==> config.mk <==
export PLATFORM = sky130hd
export DESIGN_NAME = joystick_mapper_multi
export DESIGN_NICKNAME = d
export VERILOG_FILES = /design/src/rtl/joy_pkg.sv /design/src/rtl/joy_debounce.sv /design/src/rtl/joystick_mapper_multi.sv
export SDC_FILE = /design/constraint.sdc
export NUM_CORES = 1
export LEC_CHECK = 0
export ABC_CLOCK_PERIOD_IN_PS = 11800
export BUFFER_PORTS_ARGS = -buffer_cell sky130_fd_sc_hd__buf_2
export CAP_MARGIN = 10
export CORE_MARGIN = 1
export CORE_UTILIZATION = 25
export DETAILED_ROUTE_END_ITERATION = 6
export PLACE_DENSITY = 0.51
export RECOVER_POWER = 25
export SETUP_SLACK_MARGIN = 0.02
export SLEW_MARGIN = 40
export SYNTH_ARGS = -nofsm -noshare
export SYNTH_HDL_FRONTEND = slang
export SYNTH_SLANG_ARGS = --single-unit
==> constraint.sdc <==
create_clock -name clk -period 11.8 [get_ports clk]
set_input_delay 0.59 -clock clk [delete_from_list [all_inputs] [get_ports clk]]
set_output_delay 0.59 -clock clk [all_outputs]
set_load 0.005 [all_outputs]
==> src/rtl/joy_pkg.sv <==
// Shared definitions for the multi-channel joystick mapper: protocol codes,
// I/O port decode constants and the per-channel config reset values.
package joy_pkg;

    typedef enum logic [2:0] {
        PROTO_DIS  = 3'd0,
        PROTO_KEMP = 3'd1,
        PROTO_SP1  = 3'd2,
        PROTO_SP2  = 3'd3,
        PROTO_CURS = 3'd4,
        PROTO_FULL = 3'd5
    } proto_e;

    localparam logic [7:0] KEMPSTON_PORT = 8'h1F;
    localparam logic [7:0] FULLER_PORT   = 8'h7F;

    // Address lines that select the Sinclair keyboard half-rows
    localparam int unsigned SP1_ABIT = 12;
    localparam int unsigned SP2_ABIT = 11;

    // Bit positions inside one channel's accepted button vector
    localparam int unsigned BTN_R  = 0;
    localparam int unsigned BTN_L  = 1;
    localparam int unsigned BTN_D  = 2;
    localparam int unsigned BTN_U  = 3;
    localparam int unsigned BTN_F1 = 4;
    localparam int unsigned BTN_F2 = 5;
    localparam int unsigned BTN_F3 = 6;
    localparam int unsigned BTN_MAX = 7;

    // Channel 0 boots as Kempston, channel 1 as Sinclair P1, the rest disabled
    function automatic logic [7:0] joyconf_reset(input int unsigned k);
        case (k)
            0:       return 8'h01;
            1:       return 8'h02;
            default: return 8'h00;
        endcase
    endfunction

endpackage

==> src/rtl/joy_debounce.sv <==
// One joystick input bit: 2-flop synchroniser, stability counter and the
// accepted (pressed = 1) state. Pin-to-accepted latency is DEBOUNCE_CYCLES+3.
module joy_debounce #(
    parameter int unsigned DEBOUNCE_CYCLES = 1024
) (
    input  logic clk,
    input  logic rst,
    input  logic pin,
    output logic pressed
);
    localparam int unsigned CW = (DEBOUNCE_CYCLES > 1) ? $clog2(DEBOUNCE_CYCLES) : 1;
    localparam logic [CW-1:0] CNT_MAX = CW'(DEBOUNCE_CYCLES - 1);

    logic          sync1;
    logic          sync2;
    logic          prev;
    logic [CW-1:0] cnt;

    // Synchronise the inverted pin, restart the counter on any change and
    // accept the synced value once it has been stable for the full window
    always_ff @(posedge clk or posedge rst) begin
        if (rst) begin
            sync1   <= 1'b0;
            sync2   <= 1'b0;
            prev    <= 1'b0;
            cnt     <= '0;
            pressed <= 1'b0;
        end else begin
            sync1 <= ~pin;
            sync2 <= sync1;
            prev  <= sync2;
            if (sync2 != prev) begin
                cnt <= '0;
            end else if (cnt != CNT_MAX) begin
                cnt <= cnt + 1'b1;
            end else begin
                pressed <= sync2;
            end
        end
    end

endmodule

==> src/rtl/joystick_mapper_multi.sv <==
// Multi-channel joystick front end: debounces every pad input, applies
// per-channel autofire to fire1 and maps channels onto Kempston, Fuller,
// Sinclair P1/P2 and Cursor protocols under ZXUNO config registers.
module joystick_mapper_multi
    import joy_pkg::*;
#(
    parameter int unsigned NCHAN           = 2,
    parameter int unsigned NBUTTONS        = 3,
    parameter int unsigned DEBOUNCE_CYCLES = 1024,
    parameter logic [7:0]  JOYCONF_BASE    = 8'h06
) (
    input  logic                          clk,
    input  logic                          rst,
    input  logic [15:0]                   a,
    input  logic                          iorq_n,
    input  logic                          rd_n,
    input  logic [7:0]                    din,
    output logic [7:0]                    dout,
    output logic                          oe_n,
    input  logic [7:0]                    zxuno_addr,
    input  logic                          zxuno_regrd,
    input  logic                          zxuno_regwr,
    input  logic [NCHAN*(4+NBUTTONS)-1:0] joy_in,
    input  logic [4:0]                    kbdcol_in,
    output logic [4:0]                    kbdcol_out,
    input  logic                          vertical_retrace_int_n
);
    localparam int unsigned W = 4 + NBUTTONS;

    logic [NCHAN*W-1:0] acc;
    logic [6:0]         btn [NCHAN];

    logic [7:0]       joyconf [NCHAN];
    logic [NCHAN-1:0] wr_hit;
    logic [NCHAN-1:0] rd_hit;

    logic             vrt_s1, vrt_s2, vrt_s3;
    logic             frame_edge;
    logic [3:0]       af_cnt [NCHAN];
    logic [3:0]       af_hp  [NCHAN];
    logic [NCHAN-1:0] af_wrap;
    logic [NCHAN-1:0] af_phase;
    logic [NCHAN-1:0] fire1_eff;

    logic [7:0] kemp_byte;
    logic [7:0] fuller_byte;
    logic [4:0] row12_mask;
    logic [4:0] row11_mask;
    logic [7:0] zx_data;
    logic       io_rd;

    logic unused_addr;
    assign unused_addr = ^{a[15:13], a[10:8]};

    for (genvar g = 0; g < NCHAN * W; g++) begin : g_db
        joy_debounce #(.DEBOUNCE_CYCLES(DEBOUNCE_CYCLES)) u_db (
            .clk     (clk),
            .rst     (rst),
            .pin     (joy_in[g]),
            .pressed (acc[g])
        );
    end

    // Missing fire buttons are zero-extended so every channel has 7 bits
    for (genvar c = 0; c < NCHAN; c++) begin : g_btn
        assign btn[c] = 7'(acc[c*W +: W]);
    end

    // ZXUNO address decode per channel
    always_comb begin
        wr_hit = '0;
        rd_hit = '0;
        for (int unsigned k = 0; k < NCHAN; k++) begin
            wr_hit[k] = zxuno_regwr && (zxuno_addr == JOYCONF_BASE + 8'(k));
            rd_hit[k] = zxuno_regrd && (zxuno_addr == JOYCONF_BASE + 8'(k));
        end
    end

    // Config registers load on a matching ZXUNO write
    always_ff @(posedge clk or posedge rst) begin
        if (rst) begin
            for (int unsigned k = 0; k < NCHAN; k++) begin
                joyconf[k] <= joyconf_reset(k);
            end
        end else begin
            for (int unsigned k = 0; k < NCHAN; k++) begin
                if (wr_hit[k]) begin
                    joyconf[k] <= din;
                end
            end
        end
    end

    // Synchronise the frame interrupt and keep one delayed copy for edge detect
    always_ff @(posedge clk or posedge rst) begin
        if (rst) begin
            vrt_s1 <= 1'b0;
            vrt_s2 <= 1'b0;
            vrt_s3 <= 1'b0;
        end else begin
            vrt_s1 <= vertical_retrace_int_n;
            vrt_s2 <= vrt_s1;
            vrt_s3 <= vrt_s2;
        end
    end

    assign frame_edge = vrt_s2 & ~vrt_s3;

    // Effective half-period, counter wrap condition and gated fire1
    always_comb begin
        for (int unsigned k = 0; k < NCHAN; k++) begin
            af_hp[k]     = (joyconf[k][7:4] == 4'd0) ? 4'd1 : joyconf[k][7:4];
            af_wrap[k]   = ({1'b0, af_cnt[k]} + 5'd1) >= {1'b0, af_hp[k]};
            fire1_eff[k] = btn[k][BTN_F1] & (joyconf[k][3] ? af_phase[k] : 1'b1);
        end
    end

    // Autofire frame counters; a config write restarts the channel in phase 1
    always_ff @(posedge clk or posedge rst) begin
        if (rst) begin
            for (int unsigned k = 0; k < NCHAN; k++) begin
                af_cnt[k] <= '0;
            end
            af_phase <= '1;
        end else begin
            for (int unsigned k = 0; k < NCHAN; k++) begin
                if (wr_hit[k]) begin
                    af_cnt[k]   <= '0;
                    af_phase[k] <= 1'b1;
                end else if (frame_edge && joyconf[k][3]) begin
                    if (af_wrap[k]) begin
                        af_cnt[k]   <= '0;
                        af_phase[k] <= ~af_phase[k];
                    end else begin
                        af_cnt[k] <= af_cnt[k] + 4'd1;
                    end
                end
            end
        end
    end

    // Merge all channels per protocol: OR for Kempston, AND for active-low maps
    always_comb begin
        kemp_byte   = '0;
        fuller_byte = '1;
        row12_mask  = '1;
        row11_mask  = '1;
        for (int unsigned k = 0; k < NCHAN; k++) begin
            case (proto_e'(joyconf[k][2:0]))
                PROTO_KEMP: kemp_byte = kemp_byte | {1'b0, btn[k][BTN_F3], btn[k][BTN_F2],
                                                     fire1_eff[k], btn[k][BTN_U], btn[k][BTN_D],
                                                     btn[k][BTN_L], btn[k][BTN_R]};
                PROTO_FULL: fuller_byte = fuller_byte & {~fire1_eff[k], 3'b111, ~btn[k][BTN_R],
                                                         ~btn[k][BTN_L], ~btn[k][BTN_D], ~btn[k][BTN_U]};
                PROTO_SP1:  row12_mask = row12_mask & {~btn[k][BTN_L], ~btn[k][BTN_R], ~btn[k][BTN_D],
                                                       ~btn[k][BTN_U], ~fire1_eff[k]};
                PROTO_SP2:  row11_mask = row11_mask & {~fire1_eff[k], ~btn[k][BTN_U], ~btn[k][BTN_D],
                                                       ~btn[k][BTN_R], ~btn[k][BTN_L]};
                PROTO_CURS: begin
                    row12_mask = row12_mask & {~btn[k][BTN_D], ~btn[k][BTN_U], ~btn[k][BTN_R],
                                               1'b1, ~fire1_eff[k]};
                    row11_mask = row11_mask & {~btn[k][BTN_L], 4'b1111};
                end
                default: ;
            endcase
        end
    end

    // Config read-back data for the matching channel
    always_comb begin
        zx_data = '1;
        for (int unsigned k = 0; k < NCHAN; k++) begin
            if (rd_hit[k]) begin
                zx_data = joyconf[k];
            end
        end
    end

    assign io_rd = !iorq_n && !rd_n;

    // Read data mux in priority order: ZXUNO config, Kempston, Fuller
    always_comb begin
        dout = 8'hFF;
        oe_n = 1'b1;
        if (|rd_hit) begin
            dout = zx_data;
            oe_n = 1'b0;
        end else if (io_rd && a[7:0] == KEMPSTON_PORT) begin
            dout = kemp_byte;
            oe_n = 1'b0;
        end else if (io_rd && a[7:0] == FULLER_PORT) begin
            dout = fuller_byte;
            oe_n = 1'b0;
        end
    end

    // Keyboard column path: joystick maps applied to the addressed half-rows
    always_comb begin
        kbdcol_out = kbdcol_in;
        if (!a[0]) begin
            if (!a[SP1_ABIT]) begin
                kbdcol_out = kbdcol_out & row12_mask;
            end
            if (!a[SP2_ABIT]) begin
                kbdcol_out = kbdcol_out & row11_mask;
            end
        end
    end

endmodule

* After elaboration in Yosys (flattened, before gate mapping)
Cells that the tools add are included.
Widths: inputs -> output; s select.
** Word-level totals
- Memories kept :: 0
- ROM bits :: 0
- Output and inout port bits :: 14
- Bits in registers :: 225
- Input port bits :: 58
- Bits in latches :: 0
- Memory bits (writable) :: 0
** Cells by class
- Eq/ne operators :: 42
- Divide/modulo/power cells :: 0
- Reductions and logical operators :: 48
- $lt $le $gt $ge :: 2
- Shift-type cells :: 0
- Bitwise logic cells :: 66
- Add/sub/neg operators :: 18
- Multipliers :: 0
- Multiplexer cells :: 64
** Operators by type and width (count)
- $mux 10 :: 28
- $add 10x1->10 const B :: 14
- $ne 10x10->1 const B :: 14
- $mux 8 :: 8
- $not 1->1 :: 55
- $pmux 5 s2 :: 4
- $reduce_bool 2->1 :: 18
- $mux 4 :: 8
- $reduce_and 2->1 :: 16
- $and 5x5->5 :: 6
- $mux 5 :: 4
- $eq 8x3->1 const B :: 2
- $ne 1x1->1 :: 14
- $eq 3x2->1 const B :: 4
- $eq 3x3->1 const B :: 4
- $mux 1 :: 11
- $add 4x1->5 const B :: 2
- $ge 5x4->1 :: 2
- $logic_and 1x1->1 :: 9
- $add 4x1->4 const B :: 2
- $and 8x8->8 :: 1
- $eq 8x5->1 const B :: 1
- $eq 8x7->1 const B :: 1
- $logic_not 4->1 :: 2
- 6 further kinds :: 10

* Logic depth before layout (Yosys ltp)
- Depth after elaboration :: 12
- Mapped depth :: 8
- Depth with buffers taken out :: 7

* Modules after synthesis
From an unflattened synthesis, not the netlist that was laid out.
** Second synthesis, totals
- Cells, all modules :: 1218
- Area total of the unflattened synthesis :: 12349.3 um^2
** By module, submodules not included
- joy_debounce :: area an instance 718.2 um^2, instances 14, cells an instance 68
- joystick_mapper_multi :: area an instance 2294.7 um^2, instances 1, cells an instance 266

* Worst setup path after synthesis
OpenSTA, ideal clock, no wires.
- Path kind :: input to output
- Start :: input port zxuno_addr[1]
- End :: output port dout[3]
- Stages on the path :: 6
- Slack :: 9.569 ns
- Data arrival time :: 1.641 ns
- Path buffers :: 2
- Path through :: and4b_1 > clkbuf_1 > and2_1 > buf_2 > nor3_1 > a21oi_1
** On the way
- Word-level cells in the longest chain between the ends :: 5
** Ends and longest elaborated chain
- start: declaration :: line joystick_mapper_multi.sv:20 : input logic [7:0] zxuno_addr,
- $eq 8x3->1 :: line joystick_mapper_multi.sv:75 : rd_hit[k] = zxuno_regrd && (zxuno_addr == JOYCONF_BASE + 8'(k));
- $logic_and 1x1->1 :: line joystick_mapper_multi.sv:75
- $mux 8 (2 in a row) :: line joystick_mapper_multi.sv:173 : if (rd_hit[k]) begin
- $mux 8 (*) :: line joystick_mapper_multi.sv:185 : if (|rd_hit) begin
- end: declaration :: line joystick_mapper_multi.sv:18 : output logic [7:0] dout,
Mark *: on every way between the ends. The rest lies on a longest branch, timed or not.

==> impl_metrics.yaml <==
power:
  p_seq_share_pct: 45.8
  vdd_drop_max_uv: 90.6
  swShare_pct: 26.0
  switching_power_uw: 489
  p_leak_uw: 0.00566
  p_total_uw: 1880
  intPower_uw: 1390
  p_per_area_mw_per_mm2: 142
  combPwrFrac_pct: 9.6
  clkPwrFrac_pct: 44.7
sta:
  setup_tns_ns: 0
  tightest_slew_ns: 4.41
  fin_crit_ns: 3.35
  clock_skew_ns: 0.0160
  timing_hold_violations_final: 0
  fin_crit_sh_pct: 28.4
  drv_slew: 97
  rsz0062_at_grt: "false"
  clock.fmax_mhz: 298
  slew_headroom_pct: -196
  setup_viol: 0
global_routing:
  antenna_found_initial: 3
  grt_pass1_wl_um: 45000
  grt_max_degree: 97
  grt-ovfl-total: 0
  grt_pass1_vias: 8776
  grt.total_usage_pct: 11.7
route:
  drc: 0
  drtAntennaViolNets: 0
  drtIter0Drc: 619
  wl_per_cell_um: 14.3
  drtPass1Iterations: 5
  via_count: 9110
  finalWirelength_um: 26700
  route.detailed.vias_per_inst: 4.88
final_layout:
  drive_above_1_share_pct: 10.5
  final_util_pct: 29.8
  diodes: 0
  nNetsFinal: 1336
  syn2layout_area_growth_pct: 16.6
setup_path:
  worstSetupPathType: "input port to asynchronous set/reset pin"
  crit_family: "buffers and inverters"
  cp_cell_sequence: "buf_2, clkinvlp_2"
  start_kind: "input port"
  arrival_ns: 3.22
  end_kind: "asynchronous set/reset pin"
  required_ns: 11.67
  crit_slowest_cell: "clkinvlp_2"
  slowest_delay_ns: 2.44
  crit_path_max_fanout: 96
  cp.buffers_inverters: 2
floorplan:
  die_w_um: 216
  fp-row-count: 77
  coreArea_mm2: 0.0446
  ioPinCount: 72
  start_util_pct: 25.6
  dieArea_mm2: 0.0465
  die_y_um: 216
worst_hold_path:
  hp-class: "input port to flip-flop"
cts:
  cts-root-buf: "clkbuf_16"
  ctsLongestPathBuffers: 3
  ctsHoldBuffers: 0
  cts-resized-gates: 0
  cts_buffers: 27
  insertion_delay_ns: 0.55
  numClockSinks: 225
  clk_pin_slew_worst_paths_ns: 0.06
  htreeDepth: 1
  cts_tree: "done"
  cts_setup_buffers: 0
logic_synthesis:
  synth_edf_count: 0
  synth_area_leaders: "dfrtp_1, nor2_1, nand2_1"
  ys_ff_latch: 225
  syn_area_per_cell_um2: 9.61
  synthDistinctLibCells: 66
  synth_area_mm2: 0.0114
  synthesis.instances: 1186
  synthArstFlopShare_pct: 100
  ys_seq_area_share_pct: 49.4
  yosysTopAreaCell: "dfrtp_1"
  ys_warn_count: 0
  yosys_most_used_dff: "dfrtp_1"
  synth_top_area_share_pct: 48.5
  syn-num-nets: 1268
status:
  violations: "capacitance limit, slew limit"
  status: "finished with violations"
placed_design:
  dp_hpwl_um: 18800
  portBuffers: 65
  routabilityCongestion: 0.800
flow_run:
  maxCapViolations: 1
==> flip-flops by register name (all words and copies together) (netlist names), 2 cells and up <==
signal             flops
af_phase               2
af_cnt                 8
joyconf               16
g_db.u_db.cnt        140
g_db.u_db.sync1       14
g_db.u_db.prev        14
g_db.u_db.pressed     14
g_db.u_db.sync2       14
==> final cells by class <==
class | instances | area, µm²
repair buffers | 67 | 348
multi-input cells | 886 | 5500
clock inverters | 15 | 163
well taps | 592 | 741
flip-flops and latches | 225 | 5640
clock buffers | 35 | 736
fillers | 4655 | 31300
inverters | 47 | 178
==> worst paths after layout <==
kind / to / slack (ns) / cells after the start / start
max: af_cnt[4]$_DFFE_PP0P_ / 8.45 / 2 / rst
min: vrt_s1$_DFF_PP0_ / 0.15 / 1 / vertical_retrace_int_n
max reg2reg: af_cnt[7]$_DFFE_PP0P_ / 9.62 / 6 / af_cnt[4]$_DFFE_PP0P_
min reg2reg: g_db[8].u_db.sync2$_DFF_PP0_ / 0.35 / 0 / g_db[8].u_db.sync1$_DFF_PP0_
max in group clk: dout[1] / 8.76 / 5 / joyconf[8]$_DFFE_PP1P_
min in group asynchronous: g_db[12].u_db.cnt[8]$_DFFE_PP0N_ / 1.40 / 2 / rst
==> synthesized netlist by cell type (12+ instances only) <==
cell	instances
nand4_1	29
clkbuf_1	23
o21ai_0	27
nand2_1	107
xnor2_1	26
nor2_1	133
mux2i_1	33
xor2_1	34
nor3_1	43
dfrtp_1	221
a31oi_1	35
a21oi_1	53
and3_1	30
a211oi_1	27
o211ai_1	12
nand3_1	76
o31ai_1	13
inv_1	47
ha_1	24
==> power groups by stage <==
stage          logic, µW  clock network [µW]  registers [µW]
3_5_place_dp         183                   0             873
5_1_grt              210                 899             868
6_report             180                 841             861
2_1_floorplan        136                   0             862
3_3_place_gp         179                   0             872
4_1_cts              184                 869             860
==> stage by stage <==
stage               setup WS (ns)  instances  instance area, µm²  hold slack (ns)
floorplan                    5.05       1186               11400            0.331
global placement             8.54       1817               12400            0.331
detailed placement           8.79       1817               12400            0.335
CTS                          8.41       1867               13300            0.129
global route                 7.63       1867               13300            0.134
finish                       8.45       1867               13300            0.153
==> per-layer routing <==
| layer | wire length (µm) | track usage (%) | part of all wire, % | vias up |
|---|---|---|---|---|
| met5 | 40 | 0 | 0.15 | - |
| met4 | 868 | 4.14 | 3.3 | 6 |
| met3 | 1360 | 2.35 | 5.1 | 48 |
| met2 | 11500 | 17.7 | 43 | 175 |
| met1 | 13000 | 16.5 | 49 | 4406 |
| li1 | - | - | - | 4475 |
==> layout by cell type, fill, tap and decap left out, types with 12 or more instances in the layout <==
| cell | instances |
|---|---|
| a31oi_1 | 35 |
| nand3_1 | 76 |
| buf_2 | 65 |
| xnor2_1 | 26 |
| ha_1 | 24 |
| o31ai_1 | 13 |
| dfrtp_1 | 221 |
| nor3_1 | 43 |
| and3_1 | 30 |
| a21oi_1 | 53 |
| nand4_1 | 29 |
| o211ai_1 | 12 |
| clkbuf_16 | 27 |
| a211oi_1 | 27 |
| xor2_1 | 33 |
| mux2i_1 | 33 |
| nand2_1 | 107 |
| o21ai_0 | 27 |
| nor2_1 | 133 |
| inv_1 | 46 |
==> cells by family after synthesis <==
logic type	share of synthesized area (%)
flops	49.4
fa+ha+maj	2.63
compound gates	15.0
simple gates	22.8
xor+xnor	4.61
mux	2.90
buf+inv	2.57
Power figures use the tool's default switching activity.
